File: config.mk
export PLATFORM = sky130hd
export DESIGN_NAME = ex_mem_stage_flat
export DESIGN_NICKNAME = d
export VERILOG_FILES = /design/src/rtl/cpu_pkg.sv /design/src/rtl/ex_mem_stage_if.sv /design/src/rtl/ex_mem_skid.sv /design/src/rtl/ex_mem_stage.sv /design/src/flat_wrapper.sv
export SDC_FILE = /design/constraint.sdc
export NUM_CORES = 1
export LEC_CHECK = 0
export ABC_AREA = 1
export BUFFER_PORTS_ARGS = -buffer_cell sky130_fd_sc_hd__buf_2
export CORE_MARGIN = 10
export CORE_UTILIZATION = 40
export DETAILED_ROUTE_END_ITERATION = 12
export PLACE_DENSITY = 0.74
export SYNTH_ARGS = -nofsm -noshare
export SYNTH_HDL_FRONTEND = slang
export SYNTH_SLANG_ARGS = --single-unit
File: constraint.sdc
create_clock -name clk -period 12.8 [get_ports clk]
set_input_delay 1.28 -clock clk [delete_from_list [all_inputs] [get_ports clk]]
set_output_delay 1.28 -clock clk [all_outputs]
set_load 0.01 [all_outputs]
File: src/rtl/cpu_pkg.sv
// Shared CPU definitions: ALU opcodes, branch encodings, exception codes
// and the packed EX/MEM pipeline payload.
package cpu_pkg;

    localparam logic [3:0] ALU_AND   = 4'b0000;
    localparam logic [3:0] ALU_OR    = 4'b0001;
    localparam logic [3:0] ALU_XOR   = 4'b0010;
    localparam logic [3:0] ALU_ADD   = 4'b0011;
    localparam logic [3:0] ALU_SUB   = 4'b0100;
    localparam logic [3:0] ALU_SLT   = 4'b0101;
    localparam logic [3:0] ALU_SLL   = 4'b0110;
    localparam logic [3:0] ALU_SRL   = 4'b0111;
    localparam logic [3:0] ALU_ADD_S = 4'b1011;
    localparam logic [3:0] ALU_SUB_S = 4'b1100;

    typedef enum logic [1:0] {
        BR_NONE = 2'b00,
        BR_EQ   = 2'b01,
        BR_NE   = 2'b10,
        BR_RSV  = 2'b11
    } br_t;

    localparam logic [4:0] EXC_OV = 5'd12;

    typedef struct packed {
        logic [31:0] pc;
        logic [31:0] result;
        logic [31:0] store;
        logic [4:0]  wreg;
        logic        wen;
        logic        rd;
        logic        wr;
        logic        exc;
    } ex_mem_pkt_t;

    // Only the trapping add/subtract variants may raise an overflow exception.
    function automatic logic is_trap_op(input logic [3:0] op);
        return (op == ALU_ADD_S) || (op == ALU_SUB_S);
    endfunction

endpackage

File: src/rtl/ex_mem_stage_if.sv
// Signal bundle between EX, the EX/MEM stage and MEM. The stage connects
// through the slave modport; the surrounding pipeline uses master.
interface ex_mem_stage_if;
    logic        flush;
    logic        ex_valid;
    logic        ex_ready;
    logic [31:0] ex_pc;
    logic [3:0]  ex_op;
    logic [31:0] alu_rd;
    logic        alu_zf;
    logic        alu_of;
    logic [31:0] ex_store;
    logic [4:0]  ex_wreg;
    logic        ex_wen;
    logic        ex_mem_rd;
    logic        ex_mem_wr;
    logic [1:0]  ex_br;
    logic [31:0] ex_br_target;
    logic        mem_valid;
    logic        mem_ready;
    logic [31:0] mem_pc;
    logic [31:0] mem_result;
    logic [31:0] mem_store;
    logic [4:0]  mem_wreg;
    logic        mem_wen;
    logic        mem_rd;
    logic        mem_wr;
    logic        mem_exc;
    logic        redirect;
    logic [31:0] redirect_pc;
    logic        exc_valid;
    logic [4:0]  exc_code;
    logic [31:0] exc_epc;

    modport master (
        output flush, ex_valid, ex_pc, ex_op, alu_rd, alu_zf, alu_of, ex_store,
               ex_wreg, ex_wen, ex_mem_rd, ex_mem_wr, ex_br, ex_br_target, mem_ready,
        input  ex_ready, mem_valid, mem_pc, mem_result, mem_store, mem_wreg, mem_wen,
               mem_rd, mem_wr, mem_exc, redirect, redirect_pc, exc_valid, exc_code, exc_epc
    );

    modport slave (
        input  flush, ex_valid, ex_pc, ex_op, alu_rd, alu_zf, alu_of, ex_store,
               ex_wreg, ex_wen, ex_mem_rd, ex_mem_wr, ex_br, ex_br_target, mem_ready,
        output ex_ready, mem_valid, mem_pc, mem_result, mem_store, mem_wreg, mem_wen,
               mem_rd, mem_wr, mem_exc, redirect, redirect_pc, exc_valid, exc_code, exc_epc
    );
endinterface

File: src/rtl/ex_mem_skid.sv
// Two-entry valid/ready skid buffer over the EX/MEM payload. in_ready is
// registered so the upstream ready path never sees out_ready combinationally.
module ex_mem_skid
    import cpu_pkg::*;
(
    input  logic        clk,
    input  logic        rst,
    input  logic        flush,
    input  logic        in_valid,
    output logic        in_ready,
    input  ex_mem_pkt_t in_data,
    output logic        out_valid,
    input  logic        out_ready,
    output ex_mem_pkt_t out_data
);

    logic        main_v, skid_v, rdy;
    ex_mem_pkt_t main_d, skid_d;
    logic        main_v_n, skid_v_n, push;
    ex_mem_pkt_t main_d_n, skid_d_n;

    // The skid slot only fills while main is stalled, and ready is low whenever
    // skid is full, so a push never collides with a full skid slot.
    always_comb begin
        main_v_n = main_v;
        skid_v_n = skid_v;
        main_d_n = main_d;
        skid_d_n = skid_d;
        push     = in_valid && rdy && !flush;
        if (flush) begin
            main_v_n = 1'b0;
            skid_v_n = 1'b0;
        end else if (!main_v || out_ready) begin
            if (skid_v) begin
                main_v_n = 1'b1;
                main_d_n = skid_d;
                skid_v_n = push;
                if (push) skid_d_n = in_data;
            end else begin
                main_v_n = push;
                if (push) main_d_n = in_data;
            end
        end else if (push) begin
            skid_v_n = 1'b1;
            skid_d_n = in_data;
        end
    end

    always_ff @(posedge clk or posedge rst) begin
        if (rst) begin
            main_v <= 1'b0;
            skid_v <= 1'b0;
            main_d <= '0;
            skid_d <= '0;
            rdy    <= 1'b1;
        end else begin
            main_v <= main_v_n;
            skid_v <= skid_v_n;
            main_d <= main_d_n;
            skid_d <= skid_d_n;
            rdy    <= !skid_v_n;
        end
    end

    assign in_ready  = rdy;
    assign out_valid = main_v;
    assign out_data  = main_d;

endmodule

File: src/rtl/ex_mem_stage.sv
// EX/MEM pipeline stage: turns trapping-op overflow into an Ov exception,
// resolves conditional branches and buffers packets toward MEM.
module ex_mem_stage
    import cpu_pkg::*;
(
    input logic          clk,
    input logic          rst,
    ex_mem_stage_if.slave bus
);

    logic        ovf, taken, accept, ready;
    ex_mem_pkt_t pkt_in, pkt_out;
    logic        redirect_q, exc_valid_q;
    logic [31:0] redirect_pc_q, exc_epc_q;
    logic [4:0]  exc_code_q;

    assign ovf    = bus.alu_of && is_trap_op(bus.ex_op);
    assign taken  = !ovf && (((bus.ex_br == BR_EQ) && bus.alu_zf) ||
                             ((bus.ex_br == BR_NE) && !bus.alu_zf));
    assign accept = bus.ex_valid && ready && !bus.flush;

    // An overflowing instruction must not write back or touch memory.
    always_comb begin
        pkt_in.pc     = bus.ex_pc;
        pkt_in.result = bus.alu_rd;
        pkt_in.store  = bus.ex_store;
        pkt_in.wreg   = bus.ex_wreg;
        pkt_in.wen    = bus.ex_wen && !ovf;
        pkt_in.rd     = bus.ex_mem_rd && !ovf;
        pkt_in.wr     = bus.ex_mem_wr && !ovf;
        pkt_in.exc    = ovf;
    end

    ex_mem_skid u_skid (
        .clk       (clk),
        .rst       (rst),
        .flush     (bus.flush),
        .in_valid  (bus.ex_valid),
        .in_ready  (ready),
        .in_data   (pkt_in),
        .out_valid (bus.mem_valid),
        .out_ready (bus.mem_ready),
        .out_data  (pkt_out)
    );

    // Pulses depend only on acceptance, never on MEM backpressure.
    always_ff @(posedge clk or posedge rst) begin
        if (rst) begin
            redirect_q    <= 1'b0;
            redirect_pc_q <= '0;
            exc_valid_q   <= 1'b0;
            exc_code_q    <= '0;
            exc_epc_q     <= '0;
        end else if (bus.flush) begin
            redirect_q  <= 1'b0;
            exc_valid_q <= 1'b0;
        end else begin
            redirect_q  <= accept && taken;
            exc_valid_q <= accept && ovf;
            if (accept && taken) redirect_pc_q <= bus.ex_br_target;
            if (accept && ovf) begin
                exc_code_q <= EXC_OV;
                exc_epc_q  <= bus.ex_pc;
            end
        end
    end

    assign bus.ex_ready    = ready;
    assign bus.mem_pc      = pkt_out.pc;
    assign bus.mem_result  = pkt_out.result;
    assign bus.mem_store   = pkt_out.store;
    assign bus.mem_wreg    = pkt_out.wreg;
    assign bus.mem_wen     = pkt_out.wen;
    assign bus.mem_rd      = pkt_out.rd;
    assign bus.mem_wr      = pkt_out.wr;
    assign bus.mem_exc     = pkt_out.exc;
    assign bus.redirect    = redirect_q;
    assign bus.redirect_pc = redirect_pc_q;
    assign bus.exc_valid   = exc_valid_q;
    assign bus.exc_code    = exc_code_q;
    assign bus.exc_epc     = exc_epc_q;

endmodule

File: src/flat_wrapper.sv
// flat-port wrapper written by rule: the top's interface ports become plain ports
module ex_mem_stage_flat import cpu_pkg::*;
  (clk, rst, bus_flush, bus_ex_valid, bus_ex_pc, bus_ex_op, bus_alu_rd, bus_alu_zf, bus_alu_of, bus_ex_store, bus_ex_wreg, bus_ex_wen, bus_ex_mem_rd, bus_ex_mem_wr, bus_ex_br, bus_ex_br_target, bus_mem_ready, bus_ex_ready, bus_mem_valid, bus_mem_pc, bus_mem_result, bus_mem_store, bus_mem_wreg, bus_mem_wen, bus_mem_rd, bus_mem_wr, bus_mem_exc, bus_redirect, bus_redirect_pc, bus_exc_valid, bus_exc_code, bus_exc_epc);
  ex_mem_stage_if bus_i ();
  input logic clk;
  input logic rst;
  input wire logic [$bits(bus_i.flush)-1:0] bus_flush;
  input wire logic [$bits(bus_i.ex_valid)-1:0] bus_ex_valid;
  input wire logic [$bits(bus_i.ex_pc)-1:0] bus_ex_pc;
  input wire logic [$bits(bus_i.ex_op)-1:0] bus_ex_op;
  input wire logic [$bits(bus_i.alu_rd)-1:0] bus_alu_rd;
  input wire logic [$bits(bus_i.alu_zf)-1:0] bus_alu_zf;
  input wire logic [$bits(bus_i.alu_of)-1:0] bus_alu_of;
  input wire logic [$bits(bus_i.ex_store)-1:0] bus_ex_store;
  input wire logic [$bits(bus_i.ex_wreg)-1:0] bus_ex_wreg;
  input wire logic [$bits(bus_i.ex_wen)-1:0] bus_ex_wen;
  input wire logic [$bits(bus_i.ex_mem_rd)-1:0] bus_ex_mem_rd;
  input wire logic [$bits(bus_i.ex_mem_wr)-1:0] bus_ex_mem_wr;
  input wire logic [$bits(bus_i.ex_br)-1:0] bus_ex_br;
  input wire logic [$bits(bus_i.ex_br_target)-1:0] bus_ex_br_target;
  input wire logic [$bits(bus_i.mem_ready)-1:0] bus_mem_ready;
  output wire logic [$bits(bus_i.ex_ready)-1:0] bus_ex_ready;
  output wire logic [$bits(bus_i.mem_valid)-1:0] bus_mem_valid;
  output wire logic [$bits(bus_i.mem_pc)-1:0] bus_mem_pc;
  output wire logic [$bits(bus_i.mem_result)-1:0] bus_mem_result;
  output wire logic [$bits(bus_i.mem_store)-1:0] bus_mem_store;
  output wire logic [$bits(bus_i.mem_wreg)-1:0] bus_mem_wreg;
  output wire logic [$bits(bus_i.mem_wen)-1:0] bus_mem_wen;
  output wire logic [$bits(bus_i.mem_rd)-1:0] bus_mem_rd;
  output wire logic [$bits(bus_i.mem_wr)-1:0] bus_mem_wr;
  output wire logic [$bits(bus_i.mem_exc)-1:0] bus_mem_exc;
  output wire logic [$bits(bus_i.redirect)-1:0] bus_redirect;
  output wire logic [$bits(bus_i.redirect_pc)-1:0] bus_redirect_pc;
  output wire logic [$bits(bus_i.exc_valid)-1:0] bus_exc_valid;
  output wire logic [$bits(bus_i.exc_code)-1:0] bus_exc_code;
  output wire logic [$bits(bus_i.exc_epc)-1:0] bus_exc_epc;
  assign bus_i.flush = bus_flush;
  assign bus_i.ex_valid = bus_ex_valid;
  assign bus_i.ex_pc = bus_ex_pc;
  assign bus_i.ex_op = bus_ex_op;
  assign bus_i.alu_rd = bus_alu_rd;
  assign bus_i.alu_zf = bus_alu_zf;
  assign bus_i.alu_of = bus_alu_of;
  assign bus_i.ex_store = bus_ex_store;
  assign bus_i.ex_wreg = bus_ex_wreg;
  assign bus_i.ex_wen = bus_ex_wen;
  assign bus_i.ex_mem_rd = bus_ex_mem_rd;
  assign bus_i.ex_mem_wr = bus_ex_mem_wr;
  assign bus_i.ex_br = bus_ex_br;
  assign bus_i.ex_br_target = bus_ex_br_target;
  assign bus_i.mem_ready = bus_mem_ready;
  assign bus_ex_ready = bus_i.ex_ready;
  assign bus_mem_valid = bus_i.mem_valid;
  assign bus_mem_pc = bus_i.mem_pc;
  assign bus_mem_result = bus_i.mem_result;
  assign bus_mem_store = bus_i.mem_store;
  assign bus_mem_wreg = bus_i.mem_wreg;
  assign bus_mem_wen = bus_i.mem_wen;
  assign bus_mem_rd = bus_i.mem_rd;
  assign bus_mem_wr = bus_i.mem_wr;
  assign bus_mem_exc = bus_i.mem_exc;
  assign bus_redirect = bus_i.redirect;
  assign bus_redirect_pc = bus_i.redirect_pc;
  assign bus_exc_valid = bus_i.exc_valid;
  assign bus_exc_code = bus_i.exc_code;
  assign bus_exc_epc = bus_i.exc_epc;
  ex_mem_stage u_core (.clk(clk), .rst(rst), .bus(bus_i));
endmodule
Word level (Yosys, flattened, before mapping)
Index checks and enable logic that the tools add are counted.
{"block": "totals", "reg_bits": 280, "in_bits": 149, "output_inout_bits": 178, "word_cells": 69}
{"block": "op_classes", "n_eq_ne": 5, "n_mux": 14, "bitwise_logic": 1, "n_reduce_logical": 25}
{"operator": "2-to-1 mux 105 bit", "n": 5}
{"operator": "logical AND 1 bit", "n": 11}
{"operator": "2-to-1 mux 1 bit", "n": 9}
{"operator": "== test 4 bit (second input constant)", "n": 2}
{"operator": "AND reduction 2 bit", "n": 3}
{"operator": "logical NOT 1 bit", "n": 5}
{"operator": "nonzero test 2 bit", "n": 2}
{"operator": "logical OR 1 bit", "n": 3}
{"operator": "AND reduction 3 bit", "n": 1}
{"operator": "== test 2 x 1 -> 1 bit (second input constant)", "n": 1}
{"operator": "== test 2 bit (second input constant)", "n": 1}
{"operator": "inequality test 2 bit (second input constant)", "n": 1}
{"operator": "inverter 1 bit", "n": 1}

Depth between registers and ports, before layout
{"block": "depth", "word_depth": 8, "mapped_depth": 9, "mapped_depth_nobuf": 8}

By module
From an unflattened synthesis, not the netlist that was laid out.
{"block": "unflattened", "hier_cells": 1575, "area_unflattened_um2": 12435.7}
{"module": "ex_mem_skid", "n_inst": 1, "cells_each": 1263, "area_each_um2": 9703.1, "seq_area_each_um2": 5331.4}
{"module": "ex_mem_stage", "n_inst": 1, "cells_each": 312, "area_each_um2": 2732.6, "seq_area_each_um2": 1676.6}

Worst setup path before layout
No wires, ideal clock.
{"block": "synth_timing", "path_kind": "input to register", "from": "input bus_mem_ready", "to": "register u_core.u_skid.main_d (netlist bit u_core.u_skid.out_data[24])", "setup_ps": 122, "t_arrival_ps": 2040, "required_time_ps": 12678, "slack_ps": 10638, "path_stages": 8, "path_buffers": 2, "path_cell_list": "nor2_1 > inv_1 > nand2_1 > inv_2 > buf_12 > buf_12 > o211ai_2 > nand2_1"}
{"block": "synth_between", "elab_chain_cells": 2}
{"item": "start: declaration", "line": "flat_wrapper.sv:21", "text": "input wire logic [$bits(bus_i.mem_ready)-1:0] bus_mem_ready;"}
{"item": "logical OR 1 bit", "line": "ex_mem_skid.sv:33", "text": "end else if (!main_v || out_ready) begin"}
{"item": "AND reduction 3 bit (no line)"}
{"item": "end signal: assignment", "line": "ex_mem_skid.sv:59", "text": "main_d <= main_d_n;"}
{"item": "end: declaration", "line": "ex_mem_skid.sv:18", "text": "ex_mem_pkt_t main_d, skid_d;"}
No other way between the ends.
A chain may end at the register's enable or synchronous reset.

Worst setup path in the final report
{"block": "layout_timing", "from": "input bus_flush", "to": "register u_core.u_skid.main_d (netlist bit u_core.u_skid.out_data[65])"}
{"block": "layout_between", "elab_chain_cells": 4, "word_cells_on_any_way": 5, "classes_between": "bitwise (1); reduce/logical (4)"}
{"item": "start: declaration", "line": "flat_wrapper.sv:7", "text": "input wire logic [$bits(bus_i.flush)-1:0] bus_flush;"}
{"item": "logical NOT 1 bit", "line": "ex_mem_skid.sv:29", "text": "push = in_valid && rdy && !flush;"}
{"item": "logical AND 1 bit", "line": "ex_mem_skid.sv:29"}
{"item": "nonzero test 2 bit (no line)"}
{"item": "AND reduction 3 bit (no line) (*)"}
Every way passes the cells marked *; elsewhere a longest branch is shown, timed or not.

==> out/qor.yml <==
slew_violations: 0
drcViolationCount: 0
holdPathStages: 2
multi_input_area_sq_um: 4280
fin_setup_tns_ps: 0
cp_slowest_stage_delay_ps: 840
setup_viol: 0
final.period_utilization_pct: 25.5
fp-row-count: 64
drtIter0Drc: 465
synth_enable_flop_cells: 0
port_buffers: 323
finClkSkew_ps: 8.21
gr-usage-all-layers_pct: 17.0
synthToLayoutAreaGrowth_pct: 21.2
maxSlewHeadroom_pct: 31.4
ant_nets: 0
start_util_pct: 40.4
grt-ovfl-total: 0
regArea_sq_um: 7010
synth.area.mux_share_pct: 0
synth_xor_area_share_pct: 0
r2r_cells: 7
synth_top_family_by_area: "simple AND/OR/NAND/NOR gates"
syn-cell-area_sq_um: 12300
clock_path_buffers: 3
fin_util_pct: 48.9
die_h_um: 195
worstHoldPathType: "flop to flop"
synth_cell_types: 23
ys_warn_count: 0
viasPerCell: 4.83
max_cap_violations: 0
grt_pass1_wl_mm: 54.6
globalplace.congestion: 0.783
ir_drop_mv: 0.107
ctsHoldBuffers: 0
drt_pre_antenna_iters: 5
critical_path_class: "input port to flop"
dp_hpwl_mm: 22.5
drive_gt1_share_pct: 29.4
die_x_um: 195
nFillCells: 2826
cts-root-buf: "clkbuf_16"
antenna_found_initial: 2
cp-end-kind: "flop"
crit_top_cell: "nand2_1"
synthSimpleGateAreaFrac_pct: 20.2
arrival_ps: 3740
ys_seq_area_share_pct: 56.9
clock-sinks: 280
path_clk_slew_ps: 60
grt_pass1_vias: 10200
synth_compound_area_share_pct: 14.3
path_cells: "buf_2 -> inv_2 -> nand3_4 -> nand2_1 -> nand2_4 -> inv_6 -> buf_4 -> o211ai_2 -> nand2_1"
yosys.area_share.adder_pct: 0
rsz0062_at_grt: "false"
crit_fanout: 55
hold_viol: 0
cts_tree: "yes"
powerDensity_nw_per_um2: 176
routed_wl_mm: 33.6
ys_ff_latch: 280
ioPinCount: 327
leakagePower_nw: 8.54
start_kind: "input port"
syn_inst: 1339
worst_slack_ps: 9530
status: "completed"
syn_area_per_cell_sq_um: 9.19
cts_setup_buffers: 0
fin_nets: 1764
wl_per_cell_um: 16.5
num_vias: 9838
async_flop_share_pct: 100
fin_crit_ps: 3270
cts_resized: 0
fmax_ghz: 0.306
synth_flop_cell: "dfrtp_1"
cts_buffers: 30
dp_slack_ps: 8980
cp_slowest_cell: "buf_4"
core-area_sq_um: 30500
die_area_sq_um: 38200
insertion_delay_ps: 540
cts_max_level: 1
grt_max_degree: 137
crit_required_ps: 13270
worst_pin_slew_ps: 1030
## report_power, final
group          switching [W]  internal [W]
Combinational       0.000306      0.000203
Clock               0.000345      0.000529
Sequential          0.000138       0.00110
## worst max-delay path, delay by kind of cell
family	cells	cell delay [ps]
simple gates	4	600
compound gates	1	180
buf+inv	4	1570
## through the flow
step                      cells  cell area (sq um)  hold WS [ps]  total power [W]
after floorplan            1341              12300           459          0.00154
final                      2035              14900           464          0.00262
after detailed placement   1979              13900           453          0.00177
after global placement     1979              13900           448          0.00174
after global routing       2034              14900           482          0.00278
after CTS                  2034              14900           468          0.00266
## layer usage
layer / vias to the layer above / global-route usage, % / routed length (um)
met2: 319 / 28.3 / 16000
met4: 2 / 3.73 / 592
met5: - / 0 / 7
met3: 51 / 4.56 / 2640
li1: 4779 / - / -
met1: 4687 / 21.6 / 14300
## synthesized netlist by cell type (2+ instances only)
cell | n | area share [%]
buf_2 | 58 | 2.4
buf_12 | 10 | 1.6
o211ai_2 | 90 | 9.1
clkbuf_1 | 12 | 0.37
o21ai_0 | 13 | 0.53
inv_2 | 5 | 0.15
dfrtp_1 | 279 | 57
nor2_4 | 2 | 0.18
o211ai_1 | 11 | 0.67
o21ai_1 | 95 | 3.9
nand3_1 | 33 | 1.3
buf_6 | 3 | 0.27
nor2_1 | 10 | 0.30
buf_4 | 6 | 0.37
nand2_1 | 594 | 18
nand2_2 | 2 | 0.10
inv_1 | 110 | 3.4
## flip-flops by register name (all words and copies together), names as in the netlist
register,count
u_core.bus.redirect_pc,32
u_core.bus.exc_epc,32
u_core.u_skid.skid_d,105
u_core.u_skid.in_ready,1
u_core.u_skid.out_valid,1
u_core.u_skid.skid_v,1
u_core.bus.exc_valid,1
u_core.bus.exc_code,1
u_core.u_skid.out_data,105
u_core.bus.redirect,1
## area by class of cell
cell class,instances,share of cell area (%)
timing repair buffer,331,11.2
sequential,280,47.0
clock buffer,50,6.22
inverter,115,3.03
multi-input combinational,857,28.7
tap,396,3.32
antenna,1,0.0168
clock inverter,5,0.503
## cells by family (layout without fill, tap and decap cells)
group	count (synthesis)	after routing
AO/OA/AOI/OAI	211	211
buffers and inverters	204	501
flip-flops	280	280
other	1	4
AND/OR/NAND/NOR	643	643
## worst paths after layout
| kind | startpoint | to | slack (ps) |
|---|---|---|---|
| setup / recovery | bus_flush | u_core.u_skid.out_data[65] | 9530 |
| hold / removal | u_core.bus.exc_epc[0] | u_core.bus.exc_epc[0] | 460 |
| setup reg to reg | u_core.u_skid.in_ready | u_core.u_skid.out_data[65] | 9890 |
| hold reg to reg | u_core.bus.exc_epc[0] | u_core.bus.exc_epc[0] | 460 |
| max in group asynchronous | rst | u_core.u_skid.out_data[63] | 10290 |
| min in group asynchronous | rst | u_core.u_skid.skid_d[74] | 930 |
## layout by cell type, fill, tap and decap left out, types with 3 or more instances in the layout
master and count:
o21ai_1 95, clkbuf_16 31, inv_2 4, inv_1 108, buf_2 323, o211ai_1 11
o211ai_2 90, nor2_1 10, clkbuf_1 11, nand3_1 33, buf_4 8, dfrtp_1 279
clkbuf_8 8, nand2_1 593, conb_1 3, o21ai_0 13, clkinv_2 3
No activity file was read; power rests on OpenSTA's default activity.
